[src/rtl/debug_cmd_sequencer_if.sv]
// UART transmit handshake between the command sequencer and a UART TX.
//   tx_data      : byte presented to the UART (held between sends)
//   tx_start     : one-cycle request to start sending tx_data
//   tx_done_tick : one-cycle pulse from the UART when the byte is on the line
// master = sequencer side, slave = UART side.
interface debug_cmd_sequencer_if #(
   parameter int unsigned NB_DATA = 8
) ();

   logic [NB_DATA-1:0] tx_data;
   logic               tx_start;
   logic               tx_done_tick;

   modport master (
      output tx_data,
      output tx_start,
      input  tx_done_tick
   );

   modport slave (
      input  tx_data,
      input  tx_start,
      output tx_done_tick
   );

endinterface

[src/rtl/debug_cmd_sequencer.sv]
// Command player for the debug unit: stores up to 2**ADDR {command, pre-send delay}
// entries and replays them through a UART TX handshake, once or in a continuous loop.
//   i_clock, i_reset          : clock (rising edge), asynchronous active-low reset
//   i_push, i_cmd, i_delay    : append an entry while idle
//   i_clear                   : empty storage while idle (wins over a same-cycle push)
//   i_start, i_loop, i_abort  : playback control; i_loop is captured at start
//   uart                      : tx_data / tx_start / tx_done_tick handshake
//   o_busy, o_done            : playback active, end-of-pass pulse
//   o_push_err, o_full        : rejected-push pulse, storage full
//   o_count, o_index          : stored entries, entry being played
module debug_cmd_sequencer #(
   parameter int unsigned NB_DATA  = 8,
   parameter int unsigned NB_DELAY = 24,
   parameter int unsigned ADDR     = 3
) (
   input  logic                  i_clock,
   input  logic                  i_reset,
   input  logic                  i_push,
   input  logic [NB_DATA-1:0]    i_cmd,
   input  logic [NB_DELAY-1:0]   i_delay,
   input  logic                  i_clear,
   input  logic                  i_start,
   input  logic                  i_loop,
   input  logic                  i_abort,
   debug_cmd_sequencer_if.master uart,
   output logic                  o_busy,
   output logic                  o_done,
   output logic                  o_push_err,
   output logic                  o_full,
   output logic [ADDR:0]         o_count,
   output logic [ADDR-1:0]       o_index
);

   localparam int unsigned   DEPTH      = 2 ** ADDR;
   localparam logic [ADDR:0] FULL_COUNT = (ADDR + 1)'(DEPTH);

   typedef enum logic [1:0] {StIdle, StDelay, StStart, StWaitDone} state_e;

   // Storage is deliberately left out of reset; only count/pointers/state are reset.
   logic [NB_DATA-1:0]  cmd_mem [DEPTH];
   logic [NB_DELAY-1:0] dly_mem [DEPTH];

   state_e              state_q, state_d;
   logic [ADDR:0]       count_q, count_d;
   logic [ADDR-1:0]     index_q, index_d;
   logic [NB_DELAY-1:0] timer_q, timer_d;
   logic                loop_q, loop_d;
   logic [NB_DATA-1:0]  tx_data_q, tx_data_d;
   logic                tx_start_q, busy_q, done_q, push_err_q, full_q;
   logic                done_d, push_err_d, mem_we;
   logic [ADDR-1:0]     next_index;
   logic                last_entry;

   assign next_index = index_q + 1'b1;
   assign last_entry = ({1'b0, index_q} == (count_q - 1'b1));

   always_ff @(posedge i_clock) begin
      if (mem_we) begin
         cmd_mem[count_q[ADDR-1:0]] <= i_cmd;
         dly_mem[count_q[ADDR-1:0]] <= i_delay;
      end
   end

   always_comb begin
      state_d    = state_q;
      count_d    = count_q;
      index_d    = index_q;
      timer_d    = timer_q;
      loop_d     = loop_q;
      tx_data_d  = tx_data_q;
      done_d     = 1'b0;
      push_err_d = 1'b0;
      mem_we     = 1'b0;

      // Abort beats every busy transition, so an abort coinciding with the
      // DELAY->START step never produces a tx_start pulse.
      if (state_q != StIdle && i_abort) begin
         state_d = StIdle;
      end else begin
         unique case (state_q)
            StIdle: begin
               if (i_start && count_q != '0) begin
                  index_d = '0;
                  timer_d = dly_mem[0];
                  loop_d  = i_loop;
                  state_d = StDelay;
               end else begin
                  done_d = i_start;
                  if (i_clear) begin
                     count_d = '0;
                  end else if (i_push) begin
                     if (count_q == FULL_COUNT) begin
                        push_err_d = 1'b1;
                     end else begin
                        mem_we  = 1'b1;
                        count_d = count_q + 1'b1;
                     end
                  end
               end
            end
            StDelay: begin
               if (timer_q == '0) begin
                  tx_data_d = cmd_mem[index_q];
                  state_d   = StStart;
               end else begin
                  timer_d = timer_q - 1'b1;
               end
            end
            StStart: begin
               state_d = StWaitDone;
            end
            StWaitDone: begin
               if (uart.tx_done_tick) begin
                  if (!last_entry) begin
                     index_d = next_index;
                     timer_d = dly_mem[next_index];
                     state_d = StDelay;
                  end else if (loop_q) begin
                     index_d = '0;
                     timer_d = dly_mem[0];
                     state_d = StDelay;
                  end else begin
                     done_d  = 1'b1;
                     state_d = StIdle;
                  end
               end
            end
            default: state_d = StIdle;
         endcase
      end
   end

   // Outputs are registered from next-state values so they line up with the state.
   always_ff @(posedge i_clock or negedge i_reset) begin
      if (!i_reset) begin
         state_q    <= StIdle;
         count_q    <= '0;
         index_q    <= '0;
         timer_q    <= '0;
         loop_q     <= 1'b0;
         tx_data_q  <= '0;
         tx_start_q <= 1'b0;
         busy_q     <= 1'b0;
         done_q     <= 1'b0;
         push_err_q <= 1'b0;
         full_q     <= 1'b0;
      end else begin
         state_q    <= state_d;
         count_q    <= count_d;
         index_q    <= index_d;
         timer_q    <= timer_d;
         loop_q     <= loop_d;
         tx_data_q  <= tx_data_d;
         tx_start_q <= (state_d == StStart);
         busy_q     <= (state_d != StIdle);
         done_q     <= done_d;
         push_err_q <= push_err_d;
         full_q     <= (count_d == FULL_COUNT);
      end
   end

   assign uart.tx_data  = tx_data_q;
   assign uart.tx_start = tx_start_q;
   assign o_busy        = busy_q;
   assign o_done        = done_q;
   assign o_push_err    = push_err_q;
   assign o_full        = full_q;
   assign o_count       = count_q;
   assign o_index       = index_q;

endmodule

[src/flat_wrapper.sv]
// flat-port wrapper written by rule: the top's interface ports become plain ports
module debug_cmd_sequencer_flat 
#(
   parameter int unsigned NB_DATA  = 8,
   parameter int unsigned NB_DELAY = 24,
   parameter int unsigned ADDR     = 3
)
  (i_clock, i_reset, i_push, i_cmd, i_delay, i_clear, i_start, i_loop, i_abort, o_busy, o_done, o_push_err, o_full, o_count, o_index, uart_tx_data, uart_tx_start, uart_tx_done_tick);
  debug_cmd_sequencer_if #(.NB_DATA(NB_DATA)) uart_i ();
  input  logic i_clock;
  input  logic i_reset;
  input  logic i_push;
  input  logic [NB_DATA-1:0] i_cmd;
  input  logic [NB_DELAY-1:0] i_delay;
  input  logic i_clear;
  input  logic i_start;
  input  logic i_loop;
  input  logic i_abort;
  output logic o_busy;
  output logic o_done;
  output logic o_push_err;
  output logic o_full;
  output logic [ADDR:0] o_count;
  output logic [ADDR-1:0] o_index;
  output wire logic [$bits(uart_i.tx_data)-1:0] uart_tx_data;
  output wire logic [$bits(uart_i.tx_start)-1:0] uart_tx_start;
  input wire logic [$bits(uart_i.tx_done_tick)-1:0] uart_tx_done_tick;
  assign uart_tx_data = uart_i.tx_data;
  assign uart_tx_start = uart_i.tx_start;
  assign uart_i.tx_done_tick = uart_tx_done_tick;
  debug_cmd_sequencer #(.NB_DATA(NB_DATA), .NB_DELAY(NB_DELAY), .ADDR(ADDR)) u_core (.i_clock(i_clock), .i_reset(i_reset), .i_push(i_push), .i_cmd(i_cmd), .i_delay(i_delay), .i_clear(i_clear), .i_start(i_start), .i_loop(i_loop), .i_abort(i_abort), .uart(uart_i), .o_busy(o_busy), .o_done(o_done), .o_push_err(o_push_err), .o_full(o_full), .o_count(o_count), .o_index(o_index));
endmodule
[config.mk]
export PLATFORM = sky130hd
export DESIGN_NAME = debug_cmd_sequencer_flat
export DESIGN_NICKNAME = d
export VERILOG_FILES = /design/src/rtl/debug_cmd_sequencer_if.sv /design/src/rtl/debug_cmd_sequencer.sv /design/src/flat_wrapper.sv
export SDC_FILE = /design/constraint.sdc
export NUM_CORES = 1
export LEC_CHECK = 0
export BUFFER_PORTS_ARGS = -buffer_cell sky130_fd_sc_hd__buf_2
export CELL_PAD_IN_SITES_DETAIL_PLACEMENT = 1
export CELL_PAD_IN_SITES_GLOBAL_PLACEMENT = 1
export CORE_MARGIN = 4
export CORE_UTILIZATION = 45
export CTS_BUF_LIST = sky130_fd_sc_hd__clkbuf_8
export CTS_CLUSTER_DIAMETER = 50
export DETAILED_ROUTE_END_ITERATION = 7
export GPL_ROUTABILITY_DRIVEN = 0
export PLACE_DENSITY_LB_ADDON = 0.25
export SLEW_MARGIN = 15
export SYNTH_ARGS = -nofsm -noshare
export SYNTH_HDL_FRONTEND = slang
export SYNTH_SLANG_ARGS = --single-unit
[constraint.sdc]
create_clock -name i_clock -period 5 [get_ports i_clock]
set_clock_uncertainty 0.2 [all_clocks]
set_input_delay 0.75 -clock i_clock [delete_from_list [all_inputs] [get_ports i_clock]]
set_output_delay 0.75 -clock i_clock [all_outputs]
set_load 0.005 [all_outputs]
# Yosys cells after proc, flatten, opt, wreduce, memory -nomap -nowiden
# Memories as Yosys holds them, arrays and structs flattened. A register that Yosys moved wholly into a read port is not among the register bits.
# Cells that the tools add are included.
totals:
  register_bits: 39
  in_bits: 40
  mem_bits_rw: 256
  word_cells: 86
  output_inout_bits: 20
  mem_count: 2
mem_list:
  columns: ["memory", "words", "width", "rd", "rd_clocked_by_memory_dff", "write_ports", "line", "text"]
  rows:
  - ["u_core.dly_mem", 8, 24, 2, 0, 1, "debug_cmd_sequencer.sv:41", "logic [NB_DELAY-1:0] dly_mem [DEPTH];"]
  - ["u_core.cmd_mem", 8, 8, 1, 1, 1, "debug_cmd_sequencer.sv:40", "logic [NB_DATA-1:0] cmd_mem [DEPTH];"]
op_classes:
  n_addsub: 4
  bitwise: 1
  n_eq_ne: 11
  n_reduce_logical: 14
  muxes: 44
op_table:
  columns: ["cell", "count"]
  rows:
  - ["two-way mux 24 bit", 5]
  - ["case mux 24 bit (3 select lines)", 1]
  - ["logical NOT 24 bit", 1]
  - ["two-way mux 4 bit", 6]
  - ["subtractor 24 x 1 -> 24 bit (second input constant)", 1]
  - ["two-way mux 1 bit", 20]
  - ["two-way mux 3 bit", 4]
  - ["two-way mux 2 bit", 5]
  - ["equality test 4 bit (second input constant)", 2]
  - ["case mux 2 bit (4 select lines)", 1]
  - ["equality test 2 bit (second input constant)", 3]
  - ["case mux 3 bit (2 select lines)", 1]
  - ["AND reduction 3 bit", 2]
  - ["AND reduction 6 bit", 1]
  - ["nonzero test 2 bit", 3]
  - ["AND reduction 5 bit", 1]
  - ["adder 4 x 1 -> 4 bit (second input constant)", 1]
  - ["equality test 3 x 4 -> 1 bit", 1]
  - ["!= test 2 bit (second input constant)", 2]
  - ["nonzero test 4 bit", 1]
  - ["subtractor 4 x 1 -> 4 bit (second input constant)", 1]
  - ["adder 3 x 1 -> 3 bit (second input constant)", 1]
  - ["!= test 3 x 2 -> 1 bit (second input constant)", 1]
  - ["nonzero test 3 bit", 1]
  - ["7 further kinds", 8]

# Logic depth before layout (Yosys ltp)
logic_depth:
  depth_word: 9
  mapped_depth: 11
  ltp_nobuf: 8

# Worst setup path before layout
# OpenSTA, ideal clock, no wires.
synth_timing:
  kind: "flip-flop to flip-flop"
  startpoint: "reg u_core.count_q[1], in the netlist u_core.o_count[1]"
  endpoint: "mem u_core.cmd_mem[0][0] (enable)"
  required_ns: 4.339
  path_buffers: 1
  stages_incl_launch_ff: 9
  slack_ns: 0.575
  t_arrival_ns: 3.764
  path_cell_list: "dfrtp_1 buf_2 inv_1 ha_1 nor2b_1 nand2_1 o2111ai_1 or3_1 nor3_1"
synth_via:
  elab_chain_len: 9
synth_lines:
  columns: ["item", "line", "text"]
  rows:
  - ["start, declared", "debug_cmd_sequencer.sv:44", "logic [ADDR:0] count_q, count_d;"]
  - ["start signal, assigned", "debug_cmd_sequencer.sv:149", "count_q <= count_d;"]
  - ["equality test 4 bit", "debug_cmd_sequencer.sv:92", "if (count_q == FULL_COUNT) begin"]
  - ["two-way mux 1 bit", "debug_cmd_sequencer.sv:92", null]
  - ["two-way mux 1 bit", "debug_cmd_sequencer.sv:91", "end else if (i_push) begin"]
  - ["two-way mux 1 bit", "debug_cmd_sequencer.sv:89", "if (i_clear) begin"]
  - ["two-way mux 1 bit", "debug_cmd_sequencer.sv:82", "if (i_start && count_q != '0) begin"]
  - ["two-way mux 1 bit", "debug_cmd_sequencer.sv:80", "unique case (state_q)"]
  - ["two-way mux 1 bit", "debug_cmd_sequencer.sv:77", "if (state_q != StIdle && i_abort) begin"]
  - ["two-way mux 1 bit", "debug_cmd_sequencer.sv:58", "if (mem_we) begin"]
  - ["two-way mux 1 bit (implied by the code)", "debug_cmd_sequencer.sv:59", "cmd_mem[count_q[ADDR-1:0]] <= i_cmd;"]
  - ["end, declared", "debug_cmd_sequencer.sv:40", null]
# Parallel ways exist; a longest one is shown, timed or not.

# Worst setup path in the final report
layout_timing:
  startpoint: "reg u_core.index_q[1], in the netlist u_core.o_index[1]"
  endpoint: "reg u_core.timer_q[18]"
layout_via:
  elab_chain_len: 5
layout_lines:
  columns: ["item", "line", "text"]
  rows:
  - ["start, declared", "debug_cmd_sequencer.sv:45", "logic [ADDR-1:0] index_q, index_d;"]
  - ["start signal, assigned", "debug_cmd_sequencer.sv:150", "index_q <= index_d;"]
  - ["adder 3 x 1 -> 3 bit", "debug_cmd_sequencer.sv:54", "assign next_index = index_q + 1'b1;"]
  - ["memory read (8 x 24 bit)", null, null]
  - ["two-way mux 24 bit", "debug_cmd_sequencer.sv:114", "if (!last_entry) begin"]
  - ["two-way mux 24 bit", "debug_cmd_sequencer.sv:113", "if (uart.tx_done_tick) begin"]
  - ["case mux 24 bit (3 select lines)", "debug_cmd_sequencer.sv:80", null]
  - ["end signal, assigned", "debug_cmd_sequencer.sv:151", "timer_q <= timer_d;"]
  - ["end, declared", "debug_cmd_sequencer.sv:46", "logic [NB_DELAY-1:0] timer_q, timer_d;"]
# Parallel ways exist; a longest one is shown, timed or not. The select of a mux whose other input is x is not followed.
# A chain may end at the register's enable or synchronous reset.

==> impl_metrics.py <==
metrics = {
    "floorplan": {
        "coreArea_um2": 27800,
        "ioPinCount": 60,
        "start_util_pct": 45.6,
        "die_x_um": 176,
        "num_rows": 61,
        "fp.dieH_um": 176,
        "die_area_um2": 30900,
    },
    "detailed_routing": {
        "avgRoutedWirePerCell_um": 23.3,
        "drt-total-wl_mm": 29.1,
        "vias_per_cell": 5.66,
        "vias": 7064,
        "drt_iter0_markers": 443,
        "firstDrtPassIters": 5,
        "remaining_drc_errors": 0,
        "drt.antenna.violating_nets": 0,
    },
    "layout": {
        "antenna_cells": 0,
        "final_cell_mix": "256 x edfxtp_1, 60 x mux4_2, 59 x buf_2",
        "final_cells": 1247,
        "drive_above_1_share_pct": 29.3,
        "fillers": 2660,
        "regArea_um2": 8860,
        "layout_commonest_cell": "edfxtp_1",
        "nets": 878,
        "multi_input_area_um2": 3650,
        "syn_to_final_growth_pct": 14.4,
    },
    "yosys": {
        "async_reset_ff_share_pct": 15.5,
        "synth_edf_count": 256,
        "synthXorXnorAreaFrac_pct": 0.809,
        "synthSimpleGateAreaFrac_pct": 5.85,
        "synth_nets": 785,
        "syn_area_um2": 12700,
        "ys_seq_elements": 303,
        "ys_types": 64,
        "synth-seq-area-share_pct": 69.9,
        "synth_compound_area_share_pct": 6.60,
        "synthAdderAreaFrac_pct": 1.09,
        "avgSynthCellArea_um2": 17.3,
        "synth_area_leaders": "edfxtp_1 61%, mux4_2 11%, dfrtp_1 9.3%",
        "synth_top_cell_area_share_pct": 60.6,
        "yosysTopAreaCell": "edfxtp_1",
        "synth_flop_cell": "edfxtp_1",
        "synth_top_family_by_area": "multiplexers",
        "yosysWarningCount": 0,
        "synth_mux_area_share_pct": 13.8,
        "syn-instance-count": 734,
    },
    "setup_path": {
        "cp_top_family": "flip-flops",
        "cp.arrival_ns": 3.95,
        "path_buf_inv": 1,
        "startpoint_type": "flop",
        "path_cells": "ha_2, xor2_4, buf_4, mux4_2, mux2i_1, nor2_1, a221oi_1, o21ai_0",
        "reg2reg_slack_ns": 1.29,
        "critPathMaxFanout": 24,
        "setup.worst_path.end_class": "flop",
        "required_ns": 5.25,
        "slowest_delay_ns": 1.00,
        "critical_path_class": "reg2reg",
        "worst_path_max_delay_cell": "dfrtp_1",
    },
    "power_and_ir_drop": {
        "p_per_area_nw_per_um2": 434,
        "p_comb_share_pct": 16.5,
        "p_int_mw": 4.48,
        "p_total_mw": 6.29,
        "switchingPower_mw": 1.81,
        "peakVddDrop_v": 0.000305,
        "p_leak_nw": 4.86,
        "switching_share_pct": 28.8,
        "seq_power_share_pct": 50.0,
        "clockPowerShare_pct": 33.6,
    },
    "clock_tree": {
        "cts_hold_buffers": 0,
        "cts_root_buf": "clkbuf_8",
        "numCtsBuffers": 50,
        "post_cts_resize_count": 0,
        "cts.sinks": 303,
        "postCtsSetupBuffers": 0,
        "clk_pin_slew_ns": 0.06,
        "cts_tree": "built",
        "clock_latency_ns": 0.58,
        "clockBufferDepth": 3,
        "cts.htree.levels": 2,
    },
    "grt": {
        "grt_overflow_total": 0,
        "antenna_found_initial": 0,
        "grt_pass1_wl_mm": 46.5,
        "grt_pass1_vias": 7869,
        "grt_max_degree": 35,
        "grt_util_all_layers_pct": 19.4,
    },
    "status": {
        "status": "finished, final reports clean",
    },
    "timing": {
        "finalSetupTns_ns": 0,
        "relSlewSlack_pct": 33.3,
        "holdWs_ns": 0.0438,
        "setup_viol": 0,
        "rsz0062_at_grt": "no",
        "drv_slew": 0,
        "fmax_mhz": 270,
        "period_share_pct": 74.1,
        "worstMarginPinSlew_ns": 1.00,
        "hold_viol_final": 0,
        "post-route-min-period_ns": 3.71,
    },
    "placed_design": {
        "dp_cells": 1153,
        "hpwl_mm": 18.2,
        "io_buffers": 59,
    },
    "job": {
        "cap_violations": 0,
    },
    "worst_hold_path": {
        "min_path_type": "in2async",
    },
}
==> power groups by stage <==
| stage | combinational (mW) | sequential, mW | clock (mW) |
|---|---|---|---|
| 3_3_place_gp | 1.00 | 3.18 | 0 |
| 2_1_floorplan | 0.782 | 3.12 | 0 |
| 4_1_cts | 1.04 | 3.14 | 2.17 |
| 6_report | 1.04 | 3.15 | 2.11 |
| 3_5_place_dp | 1.03 | 3.19 | 0 |
| 5_1_grt | 1.15 | 3.17 | 2.31 |
==> sequential cells by signal, summed over array words and instances, names as in the netlist <==
register	flops
u_core.o_count	4
u_core.uart.tx_data	8
u_core.o_busy	1
u_core.timer_q	24
u_core.o_index	3
u_core.dly_mem	192
u_core.o_full	1
u_core.uart.tx_start	1
u_core.cmd_mem	64
u_core.state_q	2
u_core.o_push_err	1
u_core.o_done	1
u_core.loop_q	1
==> cell type report <==
class	instances	share of cell area, %
repair buffers	81	3.26
inverters	10	0.259
clock buffers	58	5.50
flip-flops and latches	303	61.1
clock inverters	36	1.42
well taps	378	3.26
multi-input cells	381	25.2
==> synthesized netlist by cell type, types with 4 or more instances <==
cell	count
edfxtp_1	256
mux4_2	60
dfrtp_1	47
nor2_1	37
nand2_1	36
o21ai_0	33
mux2i_1	24
a21oi_1	18
clkbuf_1	17
nor3_1	17
buf_2	15
mux2_2	14
ha_1	11
inv_1	10
nor2b_1	10
a221oi_1	9
o221ai_1	9
o22ai_1	9
nor4_1	6
or3_1	6
xor2_1	6
a31oi_1	5
nand2b_1	5
a221oi_2	4
and2_1	4
or4_1	4
==> worst paths after layout <==
kind,start,to,cells after the start
setup / recovery,u_core.o_index[1]$_DFFE_PN0P_,u_core.timer_q[18]$_DFFE_PN0P_,8
hold / removal,i_reset,u_core.timer_q[5]$_DFFE_PN0P_,1
setup reg to reg,u_core.o_index[1]$_DFFE_PN0P_,u_core.timer_q[18]$_DFFE_PN0P_,8
hold reg to reg,u_core.uart.tx_data[4]$_DFFE_PN0P_,u_core.uart.tx_data[4]$_DFFE_PN0P_,2
max in group asynchronous,i_reset,u_core.o_index[0]$_DFFE_PN0P_,2
min in group i_clock,i_loop,u_core.loop_q$_DFFE_PN0P_,2
==> logic make-up (layout without fill, tap and decap cells) <==
kind of cell / Yosys count / count (layout)
flops: 303 / 303
simple gates: 143 / 143
compound gates: 119 / 119
mux: 98 / 98
buf+inv: 50 / 185
fa+ha+maj: 11 / 11
xor+xnor: 10 / 10
==> layer usage <==
metal	GRT usage, %	vias up	share of wire [%]
li1	-	3164	-
met1	27.0	3699	44
met2	31.9	156	49
met3	3.55	45	4.4
met4	5.56	0	2.1
met5	0	-	0
==> per-stage QoR <==
step	utilization, %	worst slack [ns]	area (um2)
floorplan	-	0.575	12700
global placement	48.6	1.32	13500
detailed placement	48.6	1.21	13500
CTS	52.2	1.26	14500
global route	52.2	1.12	14500
finish	52.2	1.29	14500
Power figures use the tool's default switching activity.
